[src/rtl/viola_pkg.sv]
// Shared writeback types and constants for the execution-unit to ROB path.
package viola_pkg;

    localparam int TAG_W_DEF  = 3;
    localparam int DATA_W_DEF = 32;

    // Tag value meaning "no result"
    localparam int NO_TAG = 0;

    localparam logic SRC_ALU = 1'b0;
    localparam logic SRC_MEM = 1'b1;

    typedef struct packed {
        logic [TAG_W_DEF-1:0]  tag;
        logic [DATA_W_DEF-1:0] value;
        logic                  is_branch;
    } wb_entry_t;

endpackage

[src/rtl/wb_fifo.sv]
// Small per-producer result queue. Head is read combinationally so the arbiter
// can pop and register it in the same cycle. A push into a full queue is dropped.
module wb_fifo
    import viola_pkg::*;
#(
    parameter int  DEPTH   = 2,
    parameter type entry_t = wb_entry_t
) (
    input  logic   clk,
    input  logic   clear,
    input  logic   push,
    input  entry_t push_data,
    input  logic   pop,
    output entry_t head,
    output logic   empty,
    output logic   full
);

    localparam int PTR_W = (DEPTH > 1) ? $clog2(DEPTH) : 1;
    localparam int CNT_W = $clog2(DEPTH + 1);

    entry_t           mem_reg [DEPTH];
    logic [PTR_W-1:0] rd_ptr_reg;
    logic [PTR_W-1:0] wr_ptr_reg;
    logic [CNT_W-1:0] count_reg;
    logic             do_push;
    logic             do_pop;

    function automatic logic [PTR_W-1:0] ptr_inc(input logic [PTR_W-1:0] ptr);
        return (ptr == PTR_W'(DEPTH - 1)) ? '0 : ptr + 1'b1;
    endfunction

    assign empty   = (count_reg == '0);
    assign full    = (count_reg == CNT_W'(DEPTH));
    // Fullness is judged at the start of the cycle; a same-cycle pop does not make room.
    assign do_push = push && !full;
    assign do_pop  = pop && !empty;
    assign head    = mem_reg[rd_ptr_reg];

    always_ff @(posedge clk) begin
        if (do_push) begin
            mem_reg[wr_ptr_reg] <= push_data;
        end
    end

    always_ff @(posedge clk) begin
        if (clear) begin
            rd_ptr_reg <= '0;
            wr_ptr_reg <= '0;
            count_reg  <= '0;
        end else begin
            if (do_push) begin
                wr_ptr_reg <= ptr_inc(wr_ptr_reg);
            end
            if (do_pop) begin
                rd_ptr_reg <= ptr_inc(rd_ptr_reg);
            end
            case ({do_push, do_pop})
                2'b10:   count_reg <= count_reg + 1'b1;
                2'b01:   count_reg <= count_reg - 1'b1;
                default: count_reg <= count_reg;
            endcase
        end
    end

endmodule

[src/rtl/wb_arbiter.sv]
// Round-robin writeback arbiter between ALU and memory unit into the single ROB port.
// Optional same-cycle bypass of empty queues is enabled by defining WB_ARB_BYPASS_EN.
module wb_arbiter
    import viola_pkg::*;
#(
    parameter int TAG_W  = TAG_W_DEF,
    parameter int DATA_W = DATA_W_DEF,
    parameter int DEPTH  = 2
) (
    input  logic              clk,
    input  logic              rst,
    input  logic              flush,
    input  logic [TAG_W-1:0]  alu_num,
    input  logic [DATA_W-1:0] alu_value,
    input  logic              alu_is_branch,
    input  logic [TAG_W-1:0]  mem_num,
    input  logic [DATA_W-1:0] mem_value,
    output logic              alu_stall,
    output logic              mem_stall,
    output logic [TAG_W-1:0]  wb_num,
    output logic [DATA_W-1:0] wb_value,
    output logic              wb_is_branch,
    output logic              wb_src,
    output logic              overflow
);

    localparam int NUM_SRC = 2;

    typedef struct packed {
        logic [TAG_W-1:0]  tag;
        logic [DATA_W-1:0] value;
        logic              is_branch;
    } entry_t;

    entry_t               in_entry   [NUM_SRC];
    entry_t               fifo_head  [NUM_SRC];
    logic [NUM_SRC-1:0]   in_valid;
    logic [NUM_SRC-1:0]   fifo_empty;
    logic [NUM_SRC-1:0]   fifo_full;
    logic [NUM_SRC-1:0]   cand;
    logic [NUM_SRC-1:0]   bypass;
    logic [NUM_SRC-1:0]   push;
    logic [NUM_SRC-1:0]   pop;
    logic                 clear;
    logic                 grant_valid;
    logic                 grant_src;
    entry_t               grant_entry;
    logic                 overflow_set;

    entry_t               wb_reg;
    logic                 wb_src_reg;
    logic                 last_grant_reg;
    logic                 overflow_reg;

    assign clear = rst || flush;

    always_comb begin
        in_entry[SRC_ALU] = '{tag: alu_num, value: alu_value, is_branch: alu_is_branch};
        in_entry[SRC_MEM] = '{tag: mem_num, value: mem_value, is_branch: 1'b0};
    end

    // Results presented during a flush or reset cycle are discarded outright.
    assign in_valid[SRC_ALU] = (alu_num != TAG_W'(NO_TAG)) && !clear;
    assign in_valid[SRC_MEM] = (mem_num != TAG_W'(NO_TAG)) && !clear;

`ifdef WB_ARB_BYPASS_EN
    // An empty queue competes with the result being presented right now.
    assign cand = ~fifo_empty | in_valid;
`else
    assign cand = ~fifo_empty;
`endif

    always_comb begin
        grant_valid = |cand;
        grant_src   = SRC_ALU;
        if (&cand) begin
            grant_src = ~last_grant_reg;
        end else if (cand[SRC_MEM]) begin
            grant_src = SRC_MEM;
        end
    end

    always_comb begin
        grant_entry = bypass[grant_src] ? in_entry[grant_src] : fifo_head[grant_src];
    end

    for (genvar gi = 0; gi < NUM_SRC; gi++) begin : g_src
        assign bypass[gi] = grant_valid && (grant_src == 1'(gi)) && fifo_empty[gi];
        assign pop[gi]    = grant_valid && (grant_src == 1'(gi)) && !fifo_empty[gi];
        assign push[gi]   = in_valid[gi] && !bypass[gi];

        wb_fifo #(
            .DEPTH   (DEPTH),
            .entry_t (entry_t)
        ) u_fifo (
            .clk       (clk),
            .clear     (clear),
            .push      (push[gi]),
            .push_data (in_entry[gi]),
            .pop       (pop[gi]),
            .head      (fifo_head[gi]),
            .empty     (fifo_empty[gi]),
            .full      (fifo_full[gi])
        );
    end

    assign overflow_set = |(push & fifo_full);

    always_ff @(posedge clk) begin
        if (clear) begin
            wb_reg     <= '0;
            wb_src_reg <= SRC_ALU;
            // A plain flush keeps the fairness pointer and the sticky error.
            if (rst) begin
                last_grant_reg <= SRC_MEM;
                overflow_reg   <= 1'b0;
            end
        end else begin
            if (grant_valid) begin
                wb_reg         <= grant_entry;
                wb_src_reg     <= grant_src;
                last_grant_reg <= grant_src;
            end else begin
                wb_reg.tag <= '0;
            end
            if (overflow_set) begin
                overflow_reg <= 1'b1;
            end
        end
    end

    assign wb_num       = wb_reg.tag;
    assign wb_value     = wb_reg.value;
    assign wb_is_branch = wb_reg.is_branch;
    assign wb_src       = wb_src_reg;
    assign overflow     = overflow_reg;
    assign alu_stall    = fifo_full[SRC_ALU];
    assign mem_stall    = fifo_full[SRC_MEM];

endmodule

[config.mk]
export PLATFORM = sky130hd
export DESIGN_NAME = wb_arbiter
export DESIGN_NICKNAME = d
export VERILOG_FILES = /design/src/rtl/viola_pkg.sv /design/src/rtl/wb_fifo.sv /design/src/rtl/wb_arbiter.sv
export SDC_FILE = /design/constraint.sdc
export NUM_CORES = 1
export LEC_CHECK = 0
export ABC_AREA = 1
export BUFFER_PORTS_ARGS = -buffer_cell sky130_fd_sc_hd__clkbuf_2
export CAP_MARGIN = 20
export CORE_ASPECT_RATIO = 0.9
export CORE_MARGIN = 8
export CORE_UTILIZATION = 51
export DETAILED_ROUTE_END_ITERATION = 10
export PLACE_DENSITY = 0.79
export SETUP_SLACK_MARGIN = 0.3
export SYNTH_ARGS = -nofsm -noshare
export SYNTH_HDL_FRONTEND = slang
export SYNTH_SLANG_ARGS = --single-unit
[constraint.sdc]
create_clock -name clk -period 2.8 [get_ports clk]
set_input_delay 0 -clock clk [delete_from_list [all_inputs] [get_ports clk]]
set_output_delay 0 -clock clk [all_outputs]
set_load 0.01 [all_outputs]
* Yosys cells after proc, flatten, opt, wreduce, memory -nomap -nowiden *
Memories as Yosys holds them, arrays and structs flattened. A register that Yosys moved wholly into a read port is not among the register bits.
Index checks and enable logic that the tools add are counted.

word-level totals
  bits of input ports = 74
  latch bits = 0
  RAM bits = 142
  bits in registers = 47
  bits in read-only memories = 0
  logic and storage cells = 104
  output and inout port bits = 40
  memories = 2

cells by class
  eq/ne operators = 7
  reduce and logical (&&, ||, !) cells = 36
  shifts and indexed selects = 0
  $add $sub $neg = 8
  multipliers = 0
  bitwise operators = 6
  $lt $le $gt $ge = 2
  divide/modulo/power cells = 0
  mux-type cells = 31

memories
  memory                   depth  bits a word  read ports  clocked after Yosys merged registers in  wr ports  RTL line       text
  g_src[0].u_fifo.mem_reg  2      36           1           1                                        1         wb_fifo.sv:22  entry_t mem_reg [DEPTH];
  g_src[1].u_fifo.mem_reg  2      35           1           1                                        1         wb_fifo.sv:22

operators with widths
  cell                                                         number
  two-way mux 36 bit                                           7
  two-way mux 1 bit                                            22
  logical AND 1 bit                                            14
  equality test 2 bit (second input constant)                  4
  one-hot mux 2 bit (2 select lines)                           2
  nonzero test 2 bit                                           4
  logical NOT 1 bit                                            7
  AND reduction 2 bit                                          3
  nonzero test 3 bit                                           2
  OR reduction 2 bit                                           3
  adder 1 bit (second input constant)                          4
  adder 2 x 1 -> 2 bit (second input constant)                 2
  equality test 2 x 1 -> 1 bit (second input constant)         2
  logical NOT 2 bit                                            2
  subtractor 2 x 1 -> 2 bit (second input constant)            2
  NOT 1 bit                                                    3
  AND 2 bit                                                    1
  greater-or-equal comparator 2 bit (second input constant)    1
  less-than comparator 1 x 2 -> 1 bit (second input constant)  1
  inequality test 2 bit (second input constant)                1
  NOT 1 -> 2 bit                                               1
  NOT 2 bit                                                    1
  logical OR 1 bit                                             1

* Longest topological paths before layout *
  word-level depth = 13
  mapped depth = 9
  gate-level depth less buffers = 9

* Hierarchy *
Synthesis repeated with hierarchy kept, for this count alone.

second synthesis, totals
  cells, all modules = 636
  area total of the unflattened synthesis = 8099.0 um^2

by module, submodules not included
  module      times used  area an instance (um^2)  cells each  seq. area each (um^2)
  wb_fifo     2           2996.6                   152         2262.2
  wb_arbiter  1           2105.8                   332         800.8

* Least setup slack after synthesis *
Ideal clock, no wire load.

  kind = flip-flop to flip-flop
  start point = reg g_src[0].u_fifo.count_reg[0]
  end point = mem g_src[0].u_fifo.mem_reg[1][0] (netlist name) (enable)
  path buffers = 0
  clock period less this slack = 2.700 ns
  cell stages (with the launch flop) = 5
  setup slack = 0.100 ns
  required time = 2.369 ns
  data arrival time = 2.269 ns
  setup time = 0.431 ns
  cells stage by stage = dfxtp_1 inv_2 nand2_1 nand3_1 nor2_1

between the ends
  longest elaborated chain between the ends = 12
  elaborated cells between the ends (all ways) = 15
  classes of those cells = eq/ne (1); mux (3); bitwise (2); reduce/logical (9)

RTL lines
  element                                      RTL line          text
  start, declared                              wb_fifo.sv:25     logic [CNT_W-1:0] count_reg;
  start signal, assigned                       wb_fifo.sv:59     2'b10: count_reg <= count_reg + 1'b1;
  start signal, assigned                       wb_fifo.sv:60     2'b01: count_reg <= count_reg - 1'b1;
  start signal, assigned                       wb_fifo.sv:61     default: count_reg <= count_reg;
  logical NOT 2 bit                            wb_fifo.sv:33     assign empty = (count_reg == '0);
  NOT 2 bit                                    wb_arbiter.sv:70  assign cand = ~fifo_empty;
  AND reduction 2 bit                          wb_arbiter.sv:76  if (&cand) begin
  two-way mux 1 bit                            wb_arbiter.sv:76
  NOT 1 bit                                    wb_arbiter.sv:88  assign bypass[gi] = grant_valid && (grant_src == 1'(gi)) && fifo_empty[gi];
  logical AND 1 bit (2 in series)              wb_arbiter.sv:88
  logical NOT 1 bit                            wb_arbiter.sv:90  assign push[gi] = in_valid[gi] && !bypass[gi];
  logical AND 1 bit                            wb_arbiter.sv:90
  logical AND 1 bit (*)                        wb_fifo.sv:36     assign do_push = push && !full;
  two-way mux 1 bit (*)                        wb_fifo.sv:41     if (do_push) begin
  two-way mux 1 bit (implied by the code) (*)  wb_fifo.sv:42     mem_reg[wr_ptr_reg] <= push_data;
  end, declared                                wb_fifo.sv:22

Every way passes the cells marked *; elsewhere a longest branch is shown, timed or not.

* Final worst setup path *
  start point = in flush
  end point = reg wb_reg, in the netlist wb_num[2]

between the ends
  longest elaborated chain between the ends = 2

RTL lines
  element                       RTL line           text
  start, declared               wb_arbiter.sv:12   input logic flush,
  logical OR 1 bit              wb_arbiter.sv:55   assign clear = rst || flush;
  OR reduction 2 bit (no line)  n/a
  end signal, assigned          wb_arbiter.sv:120  wb_reg <= grant_entry;
  end, declared                 wb_arbiter.sv:50   entry_t wb_reg;

No other way between the ends.
A chain may end at the register's enable or synchronous reset.

==> run metrics <==
highest clock rate=0.435 GHz; hold crit path type=in -> reg; vias per cell=4.83; Synth Cell Area=0.00768 mm2; Post-Synthesis Cells=757; syn avg cell area=10.1 um2; Post-synth ARST share=0; final cell count without fillers=1152; Inserted Clock Buffers=17; Core Region=0.0147 mm2; final antenna-violating net count=0; Mapped Nets=833; Setup-failing EPs final=0; worst skew pair latency=420 ps; Slew HR=0.582; fin crit period=2300 ps; EDFF count, synth=144; number of synthesized register bits=191; Setup crit start kind=input pin; global-route wire length before repair=27300 um; Final Hold Viols=0; 1st-iter DRT viols=376; antenna violations before repair=0; Final nets=1017; unrepaired setup endpoints after global routing=false; crit path max fanout=35; Layout area overhead=26.8%; R2R cell count=9; yosys synthesis warning count=0; wire length per cell=14.6 um; DRC=0; initial core utilization=0.522; register area share after synthesis=0.686; gpl congestion=0.820; share of the synthesized area in the top cell type=0.563; row cnt=42; Max Cap Viol=0; vias in the first global route=5568; Power Density=617 mW/mm2; gr ovfl total=0; fillers=1173; die area=0.0192 mm2; Worst EP required=3150 ps; clk slew on worst S/H paths=70 ps; critical path type=in -> reg; gr usage total=0.180; htree depth=4; max-slew violations=0; root buf cell=clkbuf_16; n_diodes=0; total wire length=16900 um; post-CTS setup buffer count=0; IR Drop Worst-Case VDD=446 uV; RR Startpoint=g_src[1].u_fifo.count_reg[0]$_SDFFE_PP0P_; Final Cycle Share=0.821; CTS tree=done; largest net degree at the start of global routing=45; Hold Path Stages=2; CTS Sinks=191; die height=132 um; Top FF cell, synth=edfxtp_1; Cell variety after synth=25; Port Buffers=113; I/O Pins=114; status=complete, no violations; crit end category=flip-flop; Leak Pwr=4.39 nW; Synth area leader=edfxtp_1; min-delay src=alu_value[27]; vias=5564; first-pass iteration count of the detailed router=4; CTS max path bufs=2; pin slew with the least headroom to its limit=626 ps; largest cells by area after synthesis=edfxtp_1, nand2_1, dfxtp_1; Die W=145 um; HPWL Detailed=11200 um; Arr. time, crit path=2650 ps; crit path from=flush; Largest register FFs=142; worst clock skew=10.3 ps; share of layout cells above drive strength 1=0.176; Fin Setup TNS=0 ps; placed insts=1046
## worst max-delay path: stages
cell and delay [ps]:
dlygate4sd3_1 540, clkbuf_2 120, nor2_4 190, dlygate4sd3_1 900
inv_2 160, nor2_8 440, o21ai_1 150, nor2_1 150
## logic make-up after synthesis
kind of cell | synth area share
AOI/OAI and AO/OA | 0.0318
adders and majority gates | 0.00326
buffers and inverters | 0.0800
DFF | 0.686
and+or+nand+nor | 0.199
## where the power goes
group          total [mW]  switching (mW)  internal (mW)
sequential           3.17          0.0348           3.13
clock                2.37           0.976           1.39
combinational       0.470           0.273          0.197
total                6.01            1.28           4.72
## area by class of cell
class | instances | area (um2) | area share
Sequential cell | 191 | 5270 | 0.541
Multi-Input combinational cell | 418 | 1830 | 0.188
Timing Repair Buffer | 197 | 1380 | 0.142
Clock buffer | 20 | 437 | 0.0448
Inverter | 116 | 435 | 0.0447
Tap cell | 198 | 248 | 0.0254
Clock inverter | 12 | 144 | 0.0148
## cells in the mapped netlist, types with 3 or more instances
master	n
nand2_1	267
edfxtp_1	144
inv_1	113
nand3_1	70
dfxtp_1	47
o21ai_0	29
nor2_1	23
buf_2	22
o21ai_1	8
clkbuf_1	4
a21oi_1	3
buf_6	3
inv_2	3
nand2_2	3
## timing repair
item	4_1_cts	5_1_grt
hold buffers	74	0
hold endpoints to repair	158	0
resized for setup	0	0
## path summary, 6_finish.rpt
path,endpoint,slack (ps)
setup / recovery,wb_num[2]$_SDFF_PP0_,500
hold reg to reg,wb_value[11]$_SDFFE_PP0N_,450
setup reg to reg,g_src[1].u_fifo.count_reg[1]$_SDFFE_PP0P_,950
hold / removal,g_src[0].u_fifo.mem_reg[1][28]$_DFFE_PP_,310
## per-stage QoR
stage | hold slack [ps] | setup slack, ps | util | instance area [um2] | power [mW]
CTS | 276 | 613 | 0.662 | 9740 | 6.06
finish | 306 | 501 | 0.662 | 9740 | 6.01
floorplan | 98.9 | 680 | - | 7690 | 3.45
global route | 293 | 335 | 0.662 | 9740 | 6.22
global placement | 190 | 1040 | 0.572 | 8420 | 3.60
detailed placement | 193 | 971 | 0.572 | 8420 | 3.62
## layer usage
layer	global-route usage	part of all wire
met5	0	0
met4	0.0647	0.017
met3	0.0542	0.059
met2	0.313	0.51
met1	0.208	0.41
## cell usage in the layout, fill, tap and decap left out
master / instances
a21boi_0: 2
a21oi_1: 3
a31oi_1: 2
buf_4: 10
bufinv_16: 3
clkbuf_1: 3
clkbuf_16: 17
clkbuf_2: 113
clkinv_1: 2
clkinv_2: 3
clkinv_4: 1
clkinvlp_4: 3
dfxtp_1: 46
dfxtp_2: 1
dlygate4sd3_1: 74
edfxtp_1: 144
ha_1: 2
inv_1: 113
inv_2: 3
nand2_1: 267
nand2_2: 3
nand3_1: 70
nand4_1: 2
nor2_1: 19
nor2_2: 1
nor2_4: 6
nor2_8: 1
o21ai_0: 29
o21ai_1: 8
o21ai_4: 1
or2_2: 2
Note: power is estimated with default switching activity, not from simulation.
